[config.mk]
export PLATFORM = sky130hd
export DESIGN_NAME = fine_time_decoder
export DESIGN_NICKNAME = d
export VERILOG_FILES = /design/src/rtl/ftd_pkg.sv /design/src/rtl/ftd_ts_fifo.sv /design/src/rtl/fine_time_decoder.sv
export SDC_FILE = /design/constraint.sdc
export NUM_CORES = 1
export LEC_CHECK = 0
export CORE_MARGIN = 3
export CORE_UTILIZATION = 30
export CTS_BUF_LIST = sky130_fd_sc_hd__clkbuf_4 sky130_fd_sc_hd__clkbuf_8 sky130_fd_sc_hd__clkbuf_16
export DETAILED_ROUTE_END_ITERATION = 16
export GPL_TIMING_DRIVEN = 0
export PLACE_DENSITY = 0.5
export SYNTH_ARGS = -nofsm -noshare
export SYNTH_HDL_FRONTEND = slang
export SYNTH_SLANG_ARGS = --single-unit
[constraint.sdc]
create_clock -name clk -period 10.9 [get_ports clk]
set_input_delay 2.18 -clock clk [delete_from_list [all_inputs] [get_ports clk]]
set_output_delay 2.18 -clock clk [all_outputs]
set_load 0.005 [all_outputs]
[src/rtl/ftd_pkg.sv]
// ftd_pkg: shared constants and helpers for the fine-time decoder.
//   FINE_W / WORD_W  - fine bin width and sampler word width
//   FINE_LSB, COARSE_LSB, err_bit() - timestamp field placement
//   prio_enc()       - index of the lowest set bit of a sampler word
//   popcnt()         - number of set bits in a sampler word
package ftd_pkg;

    localparam int FINE_W     = 5;
    localparam int WORD_W     = 32;
    localparam int FINE_LSB   = 0;
    localparam int COARSE_LSB = FINE_W;

    // The error flag sits directly above the coarse field.
    function automatic int err_bit(input int coarse_w);
        return coarse_w + FINE_W;
    endfunction

    // Lowest set bit wins; the loop runs high-to-low so the last hit is the lowest.
    function automatic logic [FINE_W-1:0] prio_enc(input logic [WORD_W-1:0] w);
        logic [FINE_W-1:0] idx;
        idx = '0;
        for (int i = WORD_W - 1; i >= 0; i--) begin
            if (w[i]) idx = FINE_W'(i);
        end
        return idx;
    endfunction

    function automatic logic [FINE_W:0] popcnt(input logic [WORD_W-1:0] w);
        logic [FINE_W:0] n;
        n = '0;
        for (int i = 0; i < WORD_W; i++) begin
            n = n + {{FINE_W{1'b0}}, w[i]};
        end
        return n;
    endfunction

endpackage

[src/rtl/ftd_ts_fifo.sv]
// ftd_ts_fifo: synchronous timestamp FIFO.
//   clk, reset_n      - clock, async active-low reset (pointers cleared, contents lost)
//   push_i, wdata_i   - write request / data; accepted when not full or popping
//   pop_i             - consumer ready; pops only when not empty
//   rdata_o           - head entry, or last popped entry while empty
//   empty_o, full_o   - occupancy flags
//   level_o           - current occupancy
module ftd_ts_fifo #(
    parameter int W     = 22,
    parameter int DEPTH = 16
) (
    input  logic                     clk,
    input  logic                     reset_n,
    input  logic                     push_i,
    input  logic [W-1:0]             wdata_i,
    input  logic                     pop_i,
    output logic [W-1:0]             rdata_o,
    output logic                     empty_o,
    output logic                     full_o,
    output logic [$clog2(DEPTH):0]   level_o
);

    localparam int AW = $clog2(DEPTH);

    logic [W-1:0]  mem [DEPTH];
    logic [AW:0]   wptr_q, rptr_q;
    logic [W-1:0]  hold_q;
    logic          do_push, do_pop;

    assign empty_o = (wptr_q == rptr_q);
    assign full_o  = (wptr_q[AW] != rptr_q[AW]) && (wptr_q[AW-1:0] == rptr_q[AW-1:0]);
    assign do_pop  = pop_i & ~empty_o;
    // A pop frees the slot on the same edge, so a full FIFO can still take a push.
    assign do_push = push_i & (~full_o | do_pop);
    assign level_o = wptr_q - rptr_q;

    // While empty the output shows the last popped entry (zero after reset).
    assign rdata_o = empty_o ? hold_q : mem[rptr_q[AW-1:0]];

    always_ff @(posedge clk) begin
        if (do_push) mem[wptr_q[AW-1:0]] <= wdata_i;
    end

    always_ff @(posedge clk or negedge reset_n) begin
        if (!reset_n) begin
            wptr_q <= '0;
            rptr_q <= '0;
            hold_q <= '0;
        end else begin
            if (do_push) wptr_q <= wptr_q + 1'b1;
            if (do_pop) begin
                rptr_q <= rptr_q + 1'b1;
                hold_q <= mem[rptr_q[AW-1:0]];
            end
        end
    end

endmodule

[src/rtl/fine_time_decoder.sv]
// fine_time_decoder: hit detection, fine-bin encoding and timestamp buffering
// for the multi-phase sampler word, all in the sampler clk[4] domain.
//   clk, reset_n  - clock, async active-low reset
//   enable        - hit acceptance enable
//   coarse_clr    - synchronous clear of the coarse counter
//   fine_word     - sampler edge-pattern word, new every cycle
//   ts_data       - {err, coarse, fine} at the FIFO head
//   ts_valid      - FIFO head valid
//   ts_ready      - consumer pops the head when ts_valid & ts_ready
//   fifo_level    - FIFO occupancy
//   drop_count    - saturating count of hits lost to a full FIFO
module fine_time_decoder
    import ftd_pkg::*;
#(
    parameter int COARSE_W   = 16,
    parameter int FIFO_DEPTH = 16,
    parameter int DEAD_CYC   = 2
) (
    input  logic                          clk,
    input  logic                          reset_n,
    input  logic                          enable,
    input  logic                          coarse_clr,
    input  logic [WORD_W-1:0]             fine_word,
    output logic [COARSE_W+FINE_W:0]      ts_data,
    output logic                          ts_valid,
    input  logic                          ts_ready,
    output logic [$clog2(FIFO_DEPTH):0]   fifo_level,
    output logic [15:0]                   drop_count
);

    localparam int TS_W    = COARSE_W + FINE_W + 1;
    localparam int ERR_BIT = err_bit(COARSE_W);
    localparam int DW      = (DEAD_CYC > 0) ? $clog2(DEAD_CYC + 1) : 1;

    logic [COARSE_W-1:0] coarse_q, coarse_d;
    logic [DW-1:0]       dead_q, dead_d;
    logic                hit_d;
    logic [1:0]          vld_pipe_q;   // [0]: stage-1 hit, [1]: stage-2 timestamp ready
    logic [WORD_W-1:0]   s1_word_q;
    logic [COARSE_W-1:0] s1_coarse_q;
    logic [TS_W-1:0]     s2_ts_q, s2_ts_d;
    logic [15:0]         drop_q;
    logic                fifo_empty, fifo_full;

    always_comb begin
        coarse_d = coarse_clr ? '0 : coarse_q + COARSE_W'(1);
        hit_d    = (fine_word != '0) && enable && (dead_q == '0);
        // Dead time counts down regardless of enable so a disabled window still expires.
        if (hit_d)               dead_d = DW'(DEAD_CYC);
        else if (dead_q != '0)   dead_d = dead_q - DW'(1);
        else                     dead_d = '0;
        s2_ts_d                             = '0;
        s2_ts_d[ERR_BIT]                    = (popcnt(s1_word_q) > (FINE_W+1)'(1));
        s2_ts_d[COARSE_LSB +: COARSE_W]     = s1_coarse_q;
        s2_ts_d[FINE_LSB +: FINE_W]         = prio_enc(s1_word_q);
    end

    always_ff @(posedge clk or negedge reset_n) begin
        if (!reset_n) begin
            coarse_q    <= '0;
            dead_q      <= '0;
            vld_pipe_q  <= '0;
            s1_word_q   <= '0;
            s1_coarse_q <= '0;
            s2_ts_q     <= '0;
            drop_q      <= '0;
        end else begin
            coarse_q    <= coarse_d;
            dead_q      <= dead_d;
            vld_pipe_q  <= {vld_pipe_q[0], hit_d};
            s1_word_q   <= fine_word;
            s1_coarse_q <= coarse_q;
            s2_ts_q     <= s2_ts_d;
            // When full the head is valid, so ts_ready alone decides whether a slot frees up.
            if (vld_pipe_q[1] && fifo_full && !ts_ready && (drop_q != 16'hFFFF))
                drop_q <= drop_q + 16'd1;
        end
    end

    ftd_ts_fifo #(
        .W     (TS_W),
        .DEPTH (FIFO_DEPTH)
    ) u_fifo (
        .clk     (clk),
        .reset_n (reset_n),
        .push_i  (vld_pipe_q[1]),
        .wdata_i (s2_ts_q),
        .pop_i   (ts_ready),
        .rdata_o (ts_data),
        .empty_o (fifo_empty),
        .full_o  (fifo_full),
        .level_o (fifo_level)
    );

    assign ts_valid   = ~fifo_empty;
    assign drop_count = drop_q;

endmodule

==> parameters.txt, run 1 <==
Parameter                              Value

Run status
  Outcome ... finished clean

CTS
  Clk Tree Root Cell ... sky130_fd_sc_hd__clkbuf_16
  Post-CTS repair timing setup buffer count ... 0
  Post-CTS resize count ... 0
  Post-cts hold buffer count ... 0
  Worst-case clock buffer depth ... 3
  Skew-Pair Late Insertion Delay ... 590 ps
  Total CTS buffers ... 51
  Number of H-tree branching levels ... 2
  TritonCTS clock tree ... built
  Clock sink count ... 490
  Worst-path clk slew ... 60 ps

Timing
  Final period demand of the worst path ... 6370 ps
  Tightest Pin Transition ... 1260 ps
  Setup TNS after final layout ... 0 ps
  Max Clock Skew ... 18.3 ps
  Total count of hold-check failures in the final report ... 0
  Worst relative slew slack ... 0.157
  Setup repair after global routing missed its margin ... no
  Final Slew Violations ... 0
  Achievable clock frequency ... 157 MHz
  Share of the cycle needed by the critical path after routing ... 0.584
  Final count of negative-setup-slack endpoints ... 0

Worst setup path
  Type of the setup path with the least slack ... flop to output pin
  Req. time, crit path ... 8720 ps
  R2R Path End ... s2_ts_q[21]
  Nature of the critical path endpoint ... output pin
  Startpoint of the most critical register-to-register path ... s1_word_q[17]
  Highest-delay cell along the critical path ... sky130_fd_sc_hd__clkbuf_1
  Number of buffers and inverters on the critical path ... 4
  Largest fanout of any net on the critical path ... 10
  Critical path's most frequent cell ... sky130_fd_sc_hd__clkbuf_1
  Startpoint types ... flop
  Worst Path Arrival ... 4190 ps
  Series of cell instances along the critical path ... inv_2, clkbuf_1, ha_1, nand4_1, nor2_2, clkbuf_1, nand2_1, o21ai_0, clkdlybuf4s50_1
  Critical Path Max Stage Delay ... 630 ps
  Worst-case register-to-register setup slack ... 6240 ps
  Number of cells traversed by the worst register-to-register path ... 14
  Kind of cell adding the most delay to the critical path ... buffers and inverters

Finish
  Post-route cell area ... 23500 µm²
  Post-synthesis to final-layout area growth ... 20.3%
  Count of antenna diodes in the layout ... 0
  Share of post-route cells with drive strength above 1 ... 0.173
  Final-stage net count ... 1412

Run
  Max-cap check violation count ... 0

Global route
  Total global-route track usage ... 0.139
  Total grt overflow ... 0
  Initial antenna violation count ... 0
  Vias in the first global route ... 11060
  Wire length of the first global-routing pass ... 70300 µm
  Pin count of the biggest net entering global routing ... 83

Worst hold path
  Instance count along the most critical hold path ... 0
  Hold/Removal Path Class ... flop to flop
  Capture endpoint of the worst hold path ... s2_ts_q[17]
  Hold Path Origin ... s1_coarse_q[12]

Placement
  Cell area after placement ... 21800 µm²
  Last weighted congestion value of the routability-driven placer ... 0.781
  Quantity of I/O buffers inserted on ports ... 80
  DP HPWL ... 31300 µm

Pwr
  Leakage power total ... 8.35 nW
  P per Cell Area ... 254 nW/µm²
  Peak supply drop ... 0.000124 V

Detailed routing
  DRC violations left ... 0
  Ratio of routed vias to standard cells ... 4.71
  Antenna-violating nets left ... 0
  Initial detailed-routing violation count ... 813
  First-pass DRT Iterations ... 5
  Final routed wirelength across all metal layers ... 45800 µm
  Final routed wire length divided by cell count ... 20.6 µm
  Routed via count ... 10470

Yosys
  Post-synthesis sequential area ratio ... 0.718
  Synth unique cells ... 44
  Syn_nets ... 1265
  Synth Register Bits ... 490
  Total standard cell area after synthesis ... 19500 µm²
  Gate Count Post-Synth ... 1185
  Mean cell area of the mapped netlist ... 16.5 µm²
  Number of enable-type register cells in the synthesized netlist ... 352
  Post-synthesis async set-or-reset flop share ... 0.282
  Leading register cell type out of synthesis ... sky130_fd_sc_hd__edfxtp_1
  Synth warnings ... 0

Die
  Number of top-level design ports ... 81
  Die span in y ... 261 µm
  Area of the die ... 68200 µm²
  Core area ... 63800 µm²
  Overall die width ... 261 µm
  Row count ... 92
  Initial core utilization ... 0.306
-- through the flow --
stage	utilization	power, W	setup slack, ps	cells	hold WS (ps)
2_1_floorplan	-	0.00340	6320	1185	331
3_3_place_gp	0.336	0.00418	1680	2111	332
3_5_place_dp	0.341	0.00425	5020	2125	335
4_1_cts	0.369	0.00607	4360	2221	347
5_1_grt	0.369	0.00632	4200	2221	352
6_report	0.369	0.00597	4530	2221	342
-- synthesized netlist by cell type (all sizes together), types with 2 or more instances --
cell type / n / share of area
nor3: 16 / 0.0041
nor3b: 2 / 0.0013
and2: 2 / 0.00064
or4: 3 / 0.0012
nor2b: 4 / 0.0013
nand3: 13 / 0.0033
nand2: 181 / 0.035
a2111oi: 4 / 0.0018
nor4: 15 / 0.0048
inv: 43 / 0.0083
o21ai: 55 / 0.014
nand4: 18 / 0.0058
mux4: 88 / 0.10
o31ai: 4 / 0.0015
fa: 25 / 0.026
a21o: 3 / 0.0012
edfxtp: 352 / 0.54
dfrtp: 138 / 0.18
a21oi: 58 / 0.015
ha: 18 / 0.012
clkbuf: 21 / 0.0040
nand2b: 3 / 0.00096
nor2: 38 / 0.0074
buf: 27 / 0.0081
or3: 6 / 0.0019
xor2: 7 / 0.0035
xnor2: 27 / 0.012
and4: 3 / 0.0013
mux2: 3 / 0.0017
-- area by class of cell --
cell class | count | area [µm²]
plain buffers | 48 | 238
clock buffers | 65 | 1410
clock inverters | 31 | 345
fillers | 6051 | 40300
inverters | 43 | 161
multi-input cells | 604 | 5220
flip-flops and latches | 490 | 14000
well taps | 846 | 1060
repair buffers | 94 | 1060
-- cells by family (layout without fill, tap and decap cells) --
logic type | Yosys count | in the layout | share of synthesized area
DFF | 490 | 490 | 0.718
and+or+nand+nor | 306 | 306 | 0.0696
AOI/OAI and AO/OA | 130 | 130 | 0.0365
muxes | 91 | 91 | 0.103
buffers and inverters | 91 | 281 | 0.0204
adders and majority gates | 43 | 43 | 0.0371
xor gates and xnor gates | 34 | 34 | 0.0156
-- cells in the final DEF (no fill, tap or decap), types with 4 or more instances in the layout --
cell,netlist,layout
sky130_fd_sc_hd__edfxtp_1,352,352
sky130_fd_sc_hd__nand2_1,181,181
sky130_fd_sc_hd__dfrtp_1,138,138
sky130_fd_sc_hd__mux4_2,88,88
sky130_fd_sc_hd__clkdlybuf4s50_1,0,79
sky130_fd_sc_hd__a21oi_1,58,58
sky130_fd_sc_hd__o21ai_0,55,55
sky130_fd_sc_hd__clkbuf_16,0,52
sky130_fd_sc_hd__inv_1,42,42
sky130_fd_sc_hd__xnor2_1,27,27
sky130_fd_sc_hd__nor2_1,37,26
sky130_fd_sc_hd__fa_1,25,25
sky130_fd_sc_hd__clkbuf_1,21,21
sky130_fd_sc_hd__nand4_1,18,18
sky130_fd_sc_hd__ha_1,18,18
sky130_fd_sc_hd__nor4_1,15,15
sky130_fd_sc_hd__buf_2,13,13
sky130_fd_sc_hd__nand3_1,13,13
sky130_fd_sc_hd__nor3_1,16,12
sky130_fd_sc_hd__clkinv_2,0,12
sky130_fd_sc_hd__nor2_4,0,11
sky130_fd_sc_hd__clkbuf_4,0,11
sky130_fd_sc_hd__buf_6,1,10
sky130_fd_sc_hd__buf_4,9,9
sky130_fd_sc_hd__clkinv_1,0,7
sky130_fd_sc_hd__bufinv_16,0,7
sky130_fd_sc_hd__xor2_1,6,6
sky130_fd_sc_hd__or3_1,6,6
sky130_fd_sc_hd__buf_16,0,6
sky130_fd_sc_hd__buf_1,4,4
sky130_fd_sc_hd__o31ai_1,4,4
sky130_fd_sc_hd__a2111oi_0,4,4
sky130_fd_sc_hd__nor2b_1,4,4
sky130_fd_sc_hd__nor3_2,0,4
-- state kept, by name, summed over array words and instances (netlist names) --
name,flops
u_fifo.hold_q,22
coarse_q,16
u_fifo.wptr_q,5
u_fifo.mem,352
s2_ts_q,22
s1_word_q,32
drop_count,16
s1_coarse_q,16
vld_pipe_q,2
dead_q,2
u_fifo.rptr_q,5
-- worst max path at each step --
stage                       endpoint  cells past startpoint  slack [ps]             start
finish                   ts_data[12]                      9        4530  u_fifo.rptr_q[3]
global route             ts_data[13]                      9        4200  u_fifo.rptr_q[3]
CTS                      ts_data[12]                      9        4360  u_fifo.rptr_q[3]
floorplan           u_fifo.mem[3][0]                      5        6320          ts_ready
detailed placement       ts_data[12]                      9        5020  u_fifo.rptr_q[3]
global placement    u_fifo.hold_q[3]                      1        1680           reset_n
-- routing by layer --
| layer | GRT usage | wire, µm | vias to the layer above |
|---|---|---|---|
| li1 | - | - | 4755 |
| met1 | 0.194 | 20500 | 5399 |
| met2 | 0.227 | 22300 | 249 |
| met3 | 0.0195 | 2060 | 67 |
| met4 | 0.0374 | 905 | 0 |
| met5 | 0 | 0 | - |
-- power breakdown --
group | internal [W] | switching (W) | total (W)
sequential | 0.00216 | 0.0000776 | 0.00224
combinational | 0.000869 | 0.00106 | 0.00192
clock | 0.00108 | 0.000721 | 0.00181
total | 0.00411 | 0.00185 | 0.00597
Power figures use the tool's default switching activity.
==> inputs of run 2 (changes only) <==
==> constraint.sdc (replaced) <==
create_clock -name clk -period 6.4 [get_ports clk]
set_input_delay 1.28 -clock clk [delete_from_list [all_inputs] [get_ports clk]]
set_output_delay 1.28 -clock clk [all_outputs]
set_load 0.005 [all_outputs]
==> results of run 2 <==
The final DEF is identical to that of run 1. Status: finished clean.
Main changes from that run: setup slack after placement 5020 ps -> 1420 ps; setup slack after layout 4530 ps -> 930 ps; register-to-register setup slack 6240 ps -> 1740 ps; total power 0.00597 W -> 0.0102 W; worst IR drop on VDD 0.000124 V -> 0.000211 V
==> inputs of run 3 (changes only) <==
--- a/config.mk
+++ b/config.mk
@@ -10,6 +10,7 @@
 export CTS_BUF_LIST = sky130_fd_sc_hd__clkbuf_4 sky130_fd_sc_hd__clkbuf_8 sky130_fd_sc_hd__clkbuf_16
 export DETAILED_ROUTE_END_ITERATION = 16
 export GPL_TIMING_DRIVEN = 0
+export MAX_ROUTING_LAYER = met4
 export PLACE_DENSITY = 0.5
 export SYNTH_ARGS = -nofsm -noshare
 export SYNTH_HDL_FRONTEND = slang
==> parameters.txt, run 3 (synthesized netlist as in run 1, its figures left out) <==
Parameter                              Value

Finish
  Post-route cell area ... 23500 µm²
  Most frequent cells in the layout ... sky130_fd_sc_hd__edfxtp_1 (352), sky130_fd_sc_hd__nand2_1 (181), sky130_fd_sc_hd__dfrtp_1 (138), sky130_fd_sc_hd__mux4_2 (88), sky130_fd_sc_hd__clkdlybuf4s50_1 (79)
  Post-synthesis to final-layout area growth ... 20.3%
  Final core utilization ... 0.369
  Number of flip-flops in the largest register ... 352
  Most common library cell in the layout ignoring fill and taps ... sky130_fd_sc_hd__edfxtp_1
  Final-stage net count ... 1412
  Share of post-route cells with drive strength above 1 ... 0.173
  Count of antenna diodes in the layout ... 0

Worst setup path
  Worst Path Arrival ... 4190 ps
  Type of the setup path with the least slack ... flop to output pin
  Largest fanout of any net on the critical path ... 10
  Startpoint types ... flop
  Nature of the critical path endpoint ... output pin
  Number of cells traversed by the worst register-to-register path ... 14
  Req. time, crit path ... 5120 ps

Run
  Max-cap check violation count ... 0

Die
  Core area ... 63800 µm²
  Initial core utilization ... 0.306
  Die span in y ... 261 µm
  Overall die width ... 261 µm
  Row count ... 92
  Number of top-level design ports ... 81
  Area of the die ... 68200 µm²

Detailed routing
  Ratio of routed vias to standard cells ... 4.72
  First-pass DRT Iterations ... 5
  Routed via count ... 10481
  Final routed wirelength across all metal layers ... 45800 µm
  DRC violations left ... 0
  Final routed wire length divided by cell count ... 20.6 µm
  Antenna-violating nets left ... 0
  Initial detailed-routing violation count ... 821

CTS
  TritonCTS clock tree ... built
  Worst-path clk slew ... 60 ps
  Clk Tree Root Cell ... sky130_fd_sc_hd__clkbuf_16
  Total CTS buffers ... 51
  Clock sink count ... 490
  Post-CTS resize count ... 0
  Skew-Pair Late Insertion Delay ... 590 ps
  Post-CTS repair timing setup buffer count ... 0
  Number of H-tree branching levels ... 2
  Post-cts hold buffer count ... 0
  Worst-case clock buffer depth ... 3

Placement
  Cell area after placement ... 21800 µm²
  Quantity of I/O buffers inserted on ports ... 80
  DP HPWL ... 31300 µm
  Last weighted congestion value of the routability-driven placer ... 0.792

Worst hold path
  Hold/Removal Path Class ... flop to flop
  Instance count along the most critical hold path ... 0

Timing
  Final Slew Violations ... 0
  Final count of negative-setup-slack endpoints ... 0
  Total count of hold-check failures in the final report ... 0
  Max Clock Skew ... 17.0 ps
  Achievable clock frequency ... 183 MHz
  Setup repair after global routing missed its margin ... no
  Final period demand of the worst path ... 5470 ps
  Tightest Pin Transition ... 1270 ps
  Share of the cycle needed by the critical path after routing ... 0.854
  Worst relative slew slack ... 0.152
  Final Hold Slack ... 342 ps

Pwr
  Share of total power in combinational logic ... 0.322
  Switching portion of total power ... 0.311
  Peak supply drop ... 0.000212 V
  Leakage power total ... 8.35 nW
  Net Switching ... 0.00316 W
  Cell-internal power ... 0.00700 W
  P per Cell Area ... 432 nW/µm²
  Fraction of power consumed by the clock network ... 0.303
  Share of power burned in registers ... 0.375

Run status
  Outcome ... finished clean

Global route
  Total global-route track usage ... 0.143
  Total grt overflow ... 0
  Wire length of the first global-routing pass ... 70300 µm
  Vias in the first global route ... 11047
  Pin count of the biggest net entering global routing ... 83
  Initial antenna violation count ... 0
-- run 3: power by group through the flow --
stage                     Clock (W)  Sequential, W  Combinational [W]
after floorplan                   0        0.00383            0.00196
after detailed placement          0        0.00388            0.00336
after global placement            0        0.00388            0.00324
after global routing        0.00329        0.00384            0.00363
after CTS                   0.00316        0.00381            0.00337
final                       0.00308        0.00381            0.00328
-- run 3: path summary, 6_finish.rpt --
kind	to	startpoint	slack (ps)
worst max register to register	s2_ts_q[21]	s1_word_q[17]	1740
worst min-delay path	s2_ts_q[17]	s1_coarse_q[12]	340
max in group asynchronous	s2_ts_q[3]	reset_n	4880
worst min register to register	s2_ts_q[17]	s1_coarse_q[12]	340
min in group asynchronous	drop_count[2]	reset_n	680
worst max-delay path	ts_data[12]	u_fifo.rptr_q[3]	930
-- run 3: worst max-delay path: stages, from the launching register on --
cell and delay (ps):
sky130_fd_sc_hd__dfrtp_1 400, sky130_fd_sc_hd__inv_2 190, sky130_fd_sc_hd__clkbuf_1 590, sky130_fd_sc_hd__ha_1 310, sky130_fd_sc_hd__nand4_1 190, sky130_fd_sc_hd__nor2_2 520
sky130_fd_sc_hd__clkbuf_1 620, sky130_fd_sc_hd__nand2_1 110, sky130_fd_sc_hd__o21ai_0 110, sky130_fd_sc_hd__clkdlybuf4s50_1 540
-- run 3: cell type report --
cell class | count | area, µm²
well taps | 846 | 1060
inverters | 43 | 161
repair buffers | 94 | 1060
clock buffers | 65 | 1410
clock inverters | 31 | 345
plain buffers | 48 | 238
multi-input cells | 604 | 5220
fillers | 6051 | 40300
flip-flops and latches | 490 | 14000
-- run 3: layer usage --
| metal | share of wire | wire length [µm] | GRT usage | vias to the layer above |
|---|---|---|---|---|
| li1 | - | - | - | 4750 |
| met1 | 0.45 | 20600 | 0.194 | 5409 |
| met3 | 0.046 | 2100 | 0.0194 | 68 |
| met4 | 0.019 | 879 | 0.0374 | 0 |
| met2 | 0.49 | 22300 | 0.227 | 254 |
| met5 | 0 | 0 | - | - |
-- run 3: per-stage QoR --
stage	instances	setup slack (ps)	setup TNS (ps)	power, W
finish	2221	934	0	0.0102
global placement	2111	-1920	-262130	0.00712
floorplan	1185	2000	0	0.00580
global route	2221	598	0	0.0108
CTS	2221	764	0	0.0103
detailed placement	2125	1420	0	0.00724
